--- src/rtl/uart_tx_arb_pkg.sv ---
// ---------------------------------------------------------------------------
// uart_tx_arb_pkg
// Shared definitions for the UART transmit arbiter:
//   - arb_state_e          : arbiter FSM states
//   - LOAD_LEN             : number of cycles TxEn is held per byte
//   - DW_DEFAULT           : default requester byte width
//   - TIMEOUT_CYC_DEFAULT  : default TxDone watchdog limit (clock cycles)
//   - idx_width()          : width of an index into n items (minimum 1)
// ---------------------------------------------------------------------------
package uart_tx_arb_pkg;

  typedef enum logic [1:0] {
    IDLE      = 2'd0,
    LOAD      = 2'd1,
    WAIT_DONE = 2'd2,
    WAIT_CLR  = 2'd3
  } arb_state_e;

  localparam int LOAD_LEN            = 2;
  localparam int DW_DEFAULT          = 8;
  localparam int TIMEOUT_CYC_DEFAULT = 65535;

  function automatic int idx_width(input int n);
    return (n > 1) ? $clog2(n) : 1;
  endfunction

endpackage

--- src/rtl/uart_tx_arbiter_rr_pick.sv ---
// ---------------------------------------------------------------------------
// rr_pick
// Purely combinational round-robin selector. The search starts one position
// after the previous winner and wraps modulo NREQ; the first requesting
// position found wins.
// Ports:
//   req          in   NREQ  request vector
//   last_winner  in   IW    index of the previous winner
//   grant        out  NREQ  one-hot winner (all zero when req == 0)
//   index        out  IW    encoded winner (0 when req == 0)
// ---------------------------------------------------------------------------
module rr_pick
  import uart_tx_arb_pkg::*;
#(
  parameter int NREQ = 4,
  parameter int IW   = 2
) (
  input  logic [NREQ-1:0] req,
  input  logic [IW-1:0]   last_winner,
  output logic [NREQ-1:0] grant,
  output logic [IW-1:0]   index
);

  always_comb begin
    int   cand;
    logic found;
    grant = '0;
    index = '0;
    found = 1'b0;
    cand  = 0;
    // Offsets 1..NREQ: the previous winner is visited last.
    for (int k = 1; k <= NREQ; k++) begin
      cand = int'(last_winner) + k;
      if (cand >= NREQ) begin
        cand = cand - NREQ;
      end
      if (!found && req[cand[IW-1:0]]) begin
        found                  = 1'b1;
        grant[cand[IW-1:0]]    = 1'b1;
        index                  = cand[IW-1:0];
      end
    end
  end

endmodule

--- src/rtl/uart_tx_arbiter.sv ---
// ---------------------------------------------------------------------------
// uart_tx_arbiter
// Shares one UART transmitter between NREQ requesters using round-robin
// arbitration. A winner is granted for one cycle, its byte is registered onto
// TxData and TxEn is held for LOAD_LEN cycles; the arbiter then waits for the
// transmitter's TxDone level to rise and fall again (through a 2-flop
// synchronizer) before accepting the next request.
//
// Optional feature: define UART_TX_ARB_TIMEOUT_EN to add a TxDone watchdog.
// The counter runs through WAIT_DONE and WAIT_CLR; reaching TIMEOUT_CYC-1
// aborts to IDLE and pulses Timeout for one cycle.
//
// Ports:
//   Clk      in   1        clock, rising edge
//   Rst      in   1        synchronous active-high reset
//   Req      in   NREQ     per-requester request, held until its Gnt
//   Data     in   NREQ*DW  requester bytes, requester i at [i*DW +: DW]
//   Gnt      out  NREQ     one-hot one-cycle acceptance pulse
//   Busy     out  1        high whenever the FSM is not in IDLE
//   TxEn     out  1        transmitter start, high for both LOAD cycles
//   TxData   out  DW       byte presented to the transmitter
//   TxDone   in   1        transmitter completion level (asynchronous)
//   Timeout  out  1        watchdog abort pulse (UART_TX_ARB_TIMEOUT_EN only)
//
// States:
//   IDLE      | no transfer; grants the next requester when any Req is high
//   LOAD      | TxEn high for LOAD_LEN cycles, Gnt valid in the first
//   WAIT_DONE | waiting for synchronized TxDone = 1
//   WAIT_CLR  | waiting for synchronized TxDone = 0
// ---------------------------------------------------------------------------
module uart_tx_arbiter
  import uart_tx_arb_pkg::*;
#(
  parameter int NREQ        = 4,
  parameter int DW          = DW_DEFAULT,
  parameter int TIMEOUT_CYC = TIMEOUT_CYC_DEFAULT
) (
  input  logic                 Clk,
  input  logic                 Rst,
  input  logic [NREQ-1:0]      Req,
  input  logic [NREQ*DW-1:0]   Data,
  output logic [NREQ-1:0]      Gnt,
  output logic                 Busy,
  output logic                 TxEn,
  output logic [DW-1:0]        TxData,
  input  logic                 TxDone
`ifdef UART_TX_ARB_TIMEOUT_EN
  ,
  output logic                 Timeout
`endif
);

  localparam int IW  = idx_width(NREQ);
  localparam int LCW = idx_width(LOAD_LEN);

  if (NREQ < 2 || NREQ > 8) begin : g_bad_nreq
    $error("uart_tx_arbiter: NREQ must be in 2..8");
  end
  if (TIMEOUT_CYC < 2) begin : g_bad_timeout
    $error("uart_tx_arbiter: TIMEOUT_CYC must be at least 2");
  end

  arb_state_e       state;
  logic [IW-1:0]    last_winner;
  logic [LCW-1:0]   load_cnt;
  logic             done_s1;
  logic             done_s2;

  logic [NREQ-1:0]  pick_gnt;
  logic [IW-1:0]    pick_idx;
  logic [DW-1:0]    sel_data;

`ifdef UART_TX_ARB_TIMEOUT_EN
  localparam int WDW = idx_width(TIMEOUT_CYC);
  logic [WDW-1:0]   wd_cnt;
  logic             wd_expired;

  assign wd_expired = (wd_cnt == WDW'(TIMEOUT_CYC - 1));
`endif

  rr_pick #(
    .NREQ (NREQ),
    .IW   (IW)
  ) u_rr_pick (
    .req         (Req),
    .last_winner (last_winner),
    .grant       (pick_gnt),
    .index       (pick_idx)
  );

  assign sel_data = Data[int'(pick_idx)*DW +: DW];

  always_ff @(posedge Clk) begin
    if (Rst) begin
      state       <= IDLE;
      last_winner <= IW'(NREQ - 1);
      load_cnt    <= '0;
      done_s1     <= 1'b0;
      done_s2     <= 1'b0;
      Gnt         <= '0;
      Busy        <= 1'b0;
      TxEn        <= 1'b0;
      TxData      <= '0;
`ifdef UART_TX_ARB_TIMEOUT_EN
      wd_cnt      <= '0;
      Timeout     <= 1'b0;
`endif
    end else begin
      done_s1 <= TxDone;
      done_s2 <= done_s1;
      Gnt     <= '0;
`ifdef UART_TX_ARB_TIMEOUT_EN
      Timeout <= 1'b0;
`endif
      case (state)
        IDLE: begin
          // Req is only looked at here, so changes during a transfer
          // are simply evaluated on the next IDLE cycle.
          if (|Req) begin
            state       <= LOAD;
            Gnt         <= pick_gnt;
            TxData      <= sel_data;
            last_winner <= pick_idx;
            TxEn        <= 1'b1;
            Busy        <= 1'b1;
            load_cnt    <= '0;
          end
        end

        LOAD: begin
          if (load_cnt == LCW'(LOAD_LEN - 1)) begin
            state <= WAIT_DONE;
            TxEn  <= 1'b0;
`ifdef UART_TX_ARB_TIMEOUT_EN
            wd_cnt <= '0;
`endif
          end else begin
            load_cnt <= load_cnt + LCW'(1);
          end
        end

        WAIT_DONE: begin
`ifdef UART_TX_ARB_TIMEOUT_EN
          if (wd_expired) begin
            state   <= IDLE;
            Busy    <= 1'b0;
            Timeout <= 1'b1;
          end else begin
            wd_cnt <= wd_cnt + WDW'(1);
            if (done_s2) begin
              state <= WAIT_CLR;
            end
          end
`else
          if (done_s2) begin
            state <= WAIT_CLR;
          end
`endif
        end

        WAIT_CLR: begin
`ifdef UART_TX_ARB_TIMEOUT_EN
          if (wd_expired) begin
            state   <= IDLE;
            Busy    <= 1'b0;
            Timeout <= 1'b1;
          end else begin
            wd_cnt <= wd_cnt + WDW'(1);
            if (!done_s2) begin
              state <= IDLE;
              Busy  <= 1'b0;
            end
          end
`else
          if (!done_s2) begin
            state <= IDLE;
            Busy  <= 1'b0;
          end
`endif
        end

        default: begin
          state <= IDLE;
          Busy  <= 1'b0;
          TxEn  <= 1'b0;
        end
      endcase
    end
  end

endmodule

--- config.mk ---
export PLATFORM = sky130hd
export DESIGN_NAME = uart_tx_arbiter
export DESIGN_NICKNAME = d
export VERILOG_FILES = /design/src/rtl/uart_tx_arb_pkg.sv /design/src/rtl/uart_tx_arbiter_rr_pick.sv /design/src/rtl/uart_tx_arbiter.sv
export SDC_FILE = /design/constraint.sdc
export NUM_CORES = 1
export LEC_CHECK = 0
export ABC_AREA = 1
export CORE_MARGIN = 3
export CORE_UTILIZATION = 42
export CTS_CLUSTER_DIAMETER = 40
export DETAILED_ROUTE_END_ITERATION = 8
export GPL_TIMING_DRIVEN = 0
export PLACE_DENSITY = 0.88
export RECOVER_POWER = 100
export SYNTH_ARGS = -nofsm -noshare
export SYNTH_HDL_FRONTEND = slang
export SYNTH_HIERARCHICAL = 1
export SYNTH_SLANG_ARGS = --single-unit
--- constraint.sdc ---
create_clock -name Clk -period 2.3 [get_ports Clk]
set_input_delay 0.23 -clock Clk [delete_from_list [all_inputs] [get_ports Clk]]
set_output_delay 0.23 -clock Clk [all_outputs]
set_load 0.02 [all_outputs]
# After elaboration in Yosys (flattened, before gate mapping)
# Index checks and enable logic that the tools add are counted.
op_classes:
  reduce_logical: 20
  n_shift: 1
  n_lt_le_gt_ge: 12
  muxes: 44
  bitwise_logic: 5
  n_addsub: 9
  eq_ne: 7
op_table:
  columns: ["cell", "count"]
  rows:
  - ["$shiftx A32 B6 Y8", 1]
  - ["$mux W2", 12]
  - ["$mux W1", 16]
  - ["$mux W4", 4]
  - ["$lt A2 B3 Y1 const B", 4]
  - ["$or A4 B4 Y4", 3]
  - ["$ge A3 B3 Y1 const B", 3]
  - ["$bmux W1 S2", 4]
  - ["$demux W1 S2", 4]
  - ["$ge A2 B1 Y1 const B", 4]
  - ["$ne A2 B2 Y1 const B", 4]
  - ["$pmux W2 S4", 1]
  - ["$sub A2 B1 Y2 const B", 4]
  - ["$logic_and A1 B1 Y1", 7]
  - ["$add A2 B2 Y3 const B", 2]
  - ["$pmux W1 S2", 3]
  - ["$reduce_and A3 Y1", 2]
  - ["$add A2 B3 Y4 const B", 1]
  - ["$eq A2 B2 Y1 const B", 2]
  - ["$ge A4 B3 Y1 const B", 1]
  - ["$reduce_and A2 Y1", 2]
  - ["$reduce_and A4 Y1", 1]
  - ["$reduce_bool A2 Y1", 2]
  - ["$reduce_or A4 Y1", 1]
  - ["other kinds (7)", 10]
word_totals:
  wordCells: 107
  reg_bits: 21
  input_bits: 39

# Depth between registers and ports, before layout
logic_depth:
  depth_word: 16
  ltp_mapped: 15
  depth_no_buf: 14

# By module
# The synthesis kept the hierarchy.
by_module_without_submodules:
  columns: ["module", "area_each_um2", "instances", "cells_per_inst"]
  rows:
  - ["uart_tx_arbiter", 1154.9, 1, 180]
  - ["rr_pick", 474.2, 1, 75]

# Worst setup path before layout
# Ideal clock, no wire load.
synth_path:
  path_type: "reg2reg"
  startpoint: "register last_winner[0]"
  endpoint: "register TxData[6]"
  path_slack_ps: 1
  t_arrival_ps: 2182
  stages_incl_launch_ff: 16
  t_required_ps: 2182
  setup_ps: 118
  cell_sequence: "dfxtp_1 > inv_2 > ha_1 > inv_1 > nand2_4 > nand2_4 > clkinv_4 > nand2_1 > nor2_1 > a21oi_2 > inv_2 > buf_6 > nor2_4 > nor2_1 > nor2_1 > a21oi_1"
synth_via:
  elab_chain_len: 16
  elab_cells_between_ends: 38
  cone_classes: "add/sub: 8; order compare: 4; shift: 1; mux: 19; reduce/logical: 6"
synth_rtl:
  columns: ["item", "line_no", "rtl"]
  rows:
  - ["start, declared", "uart_tx_arbiter.sv:64", "logic [IW-1:0] last_winner;"]
  - ["start signal, assigned", "uart_tx_arbiter.sv:96", "last_winner <= IW'(NREQ - 1);"]
  - ["start signal, assigned", "uart_tx_arbiter.sv:123", "last_winner <= pick_idx;"]
  - ["$add A2 B1 Y3", "uart_tx_arbiter_rr_pick.sv:33", "cand = int'(last_winner) + k;"]
  - ["$ge A3 B3 Y1 / $sub A2 B1 Y2 (equally long branches)", "uart_tx_arbiter_rr_pick.sv:34, uart_tx_arbiter_rr_pick.sv:35", null]
  - ["$mux W2", "uart_tx_arbiter_rr_pick.sv:34", "if (cand >= NREQ) begin"]
  - ["$bmux W1 S2", "uart_tx_arbiter_rr_pick.sv:37", "if (!found && req[cand[IW-1:0]]) begin"]
  - ["$mux W1 (implied by the code)", "uart_tx_arbiter_rr_pick.sv:37", null]
  - ["$mux W1", "uart_tx_arbiter_rr_pick.sv:37", null]
  - ["$logic_not A1 Y1", "uart_tx_arbiter_rr_pick.sv:37", null]
  - ["$logic_and A1 B1 Y1", "uart_tx_arbiter_rr_pick.sv:37", null]
  - ["$mux W1", "uart_tx_arbiter_rr_pick.sv:37", null]
  - ["$logic_not A1 Y1", "uart_tx_arbiter_rr_pick.sv:37", null]
  - ["$logic_and A1 B1 Y1", "uart_tx_arbiter_rr_pick.sv:37", null]
  - ["$mux W1", "uart_tx_arbiter_rr_pick.sv:37", null]
  - ["$logic_not A1 Y1", "uart_tx_arbiter_rr_pick.sv:37", null]
  - ["$logic_and A1 B1 Y1", "uart_tx_arbiter_rr_pick.sv:37", null]
  - ["$mux W2 *", "uart_tx_arbiter_rr_pick.sv:37", null]
  - ["named net pick_idx[0]", "uart_tx_arbiter.sv:70", "logic [IW-1:0] pick_idx;"]
  - ["$shiftx A32 B6 Y8 *", "uart_tx_arbiter.sv:91", "assign sel_data = Data[int'(pick_idx)*DW +: DW];"]
  - ["end signal, assigned", "uart_tx_arbiter.sv:122", "TxData <= sel_data;"]
  - ["end, declared", "uart_tx_arbiter.sv:45", "output logic [DW-1:0] TxData,"]
# The timed path passes the listed nets; every way through them passes the cells marked *. The select of a mux whose other input is x is not followed.
# A chain may end at the register's enable or synchronous reset.

# Worst setup path in the final report
layout_path:
  startpoint: "register last_winner[1]"
  endpoint: "register TxData[6]"
# Same word-level chain as after synthesis.

==> flow_summary.toml <==
[global_routing]
grt_pass1_vias = 1539
grt_max_degree = 13
antenna_found_initial = 0
grt_pass1_wl_mm = 6.61
overflow = 0
gr-usage-all-layers = 0.186

[logic_synthesis]
synth_seq_cells = 21
synth_warnings = 6
syn_nets = 307
ys_types = 23
avgSynthCellArea_sq_um = 6.39
synth_cells = 255
syn_area_sq_mm = 0.00163
synth-seq-area-share = 0.258

[sta]
slew_headroom = 0.837
period_share = 0.940
hold_viol = 0
fin_skew_ns = 0.00323
period_minus_slack_ns = 2.16
max_freq_mhz = 463
hold_slack_ns = 0.408
finalSetupTns_ns = 0
setup_violations = 0
timing_worst_slew_pin_value_ns = 0.244
rsz0062_at_grt = "false"
final_max_slew_viol_count = 0

[final_layout]
finish.instance_area_sq_mm = 0.00231
area_delta_synth_final_pct = 41.8
drive_gt1_frac = 0.131
layout.area.seq_sq_um = 428
layout_common_cells = "nor2_1 (55), nand2_1 (50), clkdlybuf4s50_1 (37)"
nFillCells = 338
mostFrequentLayoutCell = "nor2_1"
multi_input_area_sq_mm = 0.00105
final_nets = 367
n_antenna_cell = 0

[power]
power.switching_mw = 1.89
irDropWorstVdd_mv = 0.874
p_sw_frac = 0.527
clkPwrFrac = 0.068
p_total_mw = 3.58
combPwrFrac = 0.764
p_int_mw = 1.69
cellPowerDensity_mw_per_mm2 = 1550
p_leak_nw = 1.10
pwr-share-seq = 0.168

[worst_hold_path]
hold_class = "reg2reg"
hold_path_depth = 2

[floorplan]
fp.dieArea_sq_mm = 0.00466
die_y_um = 68.3
initial_core_util = 0.442
pin_count = 53
core_area_sq_mm = 0.00369
rows = 22
die_x_um = 68.3

[status]
outcome = "finished clean"

[cts]
clk_pin_slew_ns = 0.08
numCtsBuffers = 3
root_buffer = "clkbuf_8"
cts_buffer_depth = 2
clk_latency_ns = 0.26
cts_tree = "built"
cts.sinks = 21
htreeDepth = 1

[routing]
drt_iter0_drc = 104
wirelength_mm = 4.17
drc = 0
firstDrtPassIters = 4
wl_per_cell_um = 11.5
ant_nets = 0
via_per_inst = 4.85
route.vias.total = 1757

[critical_path]
worstPathRequired_ns = 2.45
cp_max_fo = 10
end_kind = "flip-flop"
setup.worst_path.class = "reg2reg"
startpoint_type = "flip-flop"
reg2reg_depth = 14
arrival_ns = 2.32

[placed_design]
place.port_buffers = 52
gp_congestion = 0.936
dp_hpwl_mm = 3.15
placed_area_sq_mm = 0.00221

[run]
max_cap_viol_count = 0
critical path, cell delays in order (launching register included):
cell and delay, ns:
dfxtp_4 0.41, inv_2 0.10, ha_4 0.30, nand3_2 0.15, nand2_4 0.14, clkinv_4 0.08
nand2_1 0.06, nor2_1 0.07, a21oi_4 0.19, inv_2 0.12, buf_6 0.16, nor2_4 0.07
nor2_1 0.05, nor2_1 0.09, a21oi_1 0.07
per-stage QoR:
stage	utilization	instances	setup WS (ns)
final	0.626	362	0.139
after floorplan	-	255	0.000739
after global routing	0.626	362	0.00712
after detailed placement	0.599	355	-0.385
after global placement	0.599	355	-0.330
after CTS	0.619	360	0.0391
state kept, by name (all words and copies together), names as in the netlist:
signal	count
done_s1	1
TxData	8
Busy	1
last_winner	2
TxEn	1
state	2
Gnt	4
done_s2	1
load_cnt	1
power groups by stage:
| stage | clock network, mW | registers, mW | logic [mW] |
|---|---|---|---|
| after floorplan | 0 | 0.709 | 1.84 |
| after global placement | 0 | 0.606 | 2.53 |
| after detailed placement | 0 | 0.613 | 2.59 |
| after CTS | 0.245 | 0.615 | 2.68 |
| after global routing | 0.270 | 0.623 | 3.04 |
| final | 0.243 | 0.601 | 2.73 |
metal layers:
layer,GRT usage,vias up,wire [um],part of all wire
met3,0.0427,6,226,0.054
met1,0.230,784,1780,0.43
met5,0,-,0,0
met2,0.313,47,2110,0.51
li1,-,920,-,-
met4,0.0670,0,51,0.012
synthesized netlist by cell type (all sizes together):
| master | n | area [sq um] |
|---|---|---|
| o21ai | 18 | 90.1 |
| a31oi | 1 | 6.26 |
| dfxtp | 21 | 420 |
| a21boi | 4 | 30.0 |
| buf | 6 | 51.3 |
| nand2 | 59 | 259 |
| nor2 | 58 | 240 |
| o211ai | 2 | 15.0 |
| nand3 | 22 | 130 |
| ha | 13 | 163 |
| nand4 | 2 | 12.5 |
| a21oi | 15 | 78.8 |
| clkinv | 1 | 8.76 |
| inv | 33 | 124 |
path summary, 6_finish.rpt:
| check | from | to | slack [ns] |
|---|---|---|---|
| hold / removal | done_s1$_SDFF_PP0_ | done_s2$_SDFF_PP0_ | 0.41 |
| hold reg to reg | done_s1$_SDFF_PP0_ | done_s2$_SDFF_PP0_ | 0.41 |
| setup / recovery | last_winner[1]$_SDFFE_PP1P_ | TxData[6]$_SDFFE_PP0P_ | 0.14 |
| setup reg to reg | last_winner[1]$_SDFFE_PP1P_ | TxData[6]$_SDFFE_PP0P_ | 0.14 |
kinds of logic (layout without fill, tap and decap cells):
family                     Yosys count  after routing  share of synthesized area
and+or+nand+nor                    141            141                      0.394
AOI/OAI and AO/OA                   40             40                      0.135
buffers and inverters               40             99                      0.113
adders and majority gates           13             13                     0.0998
DFF                                 21             21                      0.258
cell type report:
cell class              instances  area share
multi-input cells             194       0.454
inverters                      34      0.0585
clock buffers                   3      0.0179
flip-flops and latches         21       0.185
well taps                      48      0.0260
repair buffers                 55       0.234
clock inverters                 1     0.00217
plain buffers                   6      0.0217
repair_timing:
action | CTS | global route
endpoints found under the setup margin | 10 | 9
buffers inserted | 1 | 2
gates resized for setup | 7 | 5
hold buffers | 0 | 0
endpoints found under the hold margin | 0 | 0
Power figures use the tool's default switching activity.
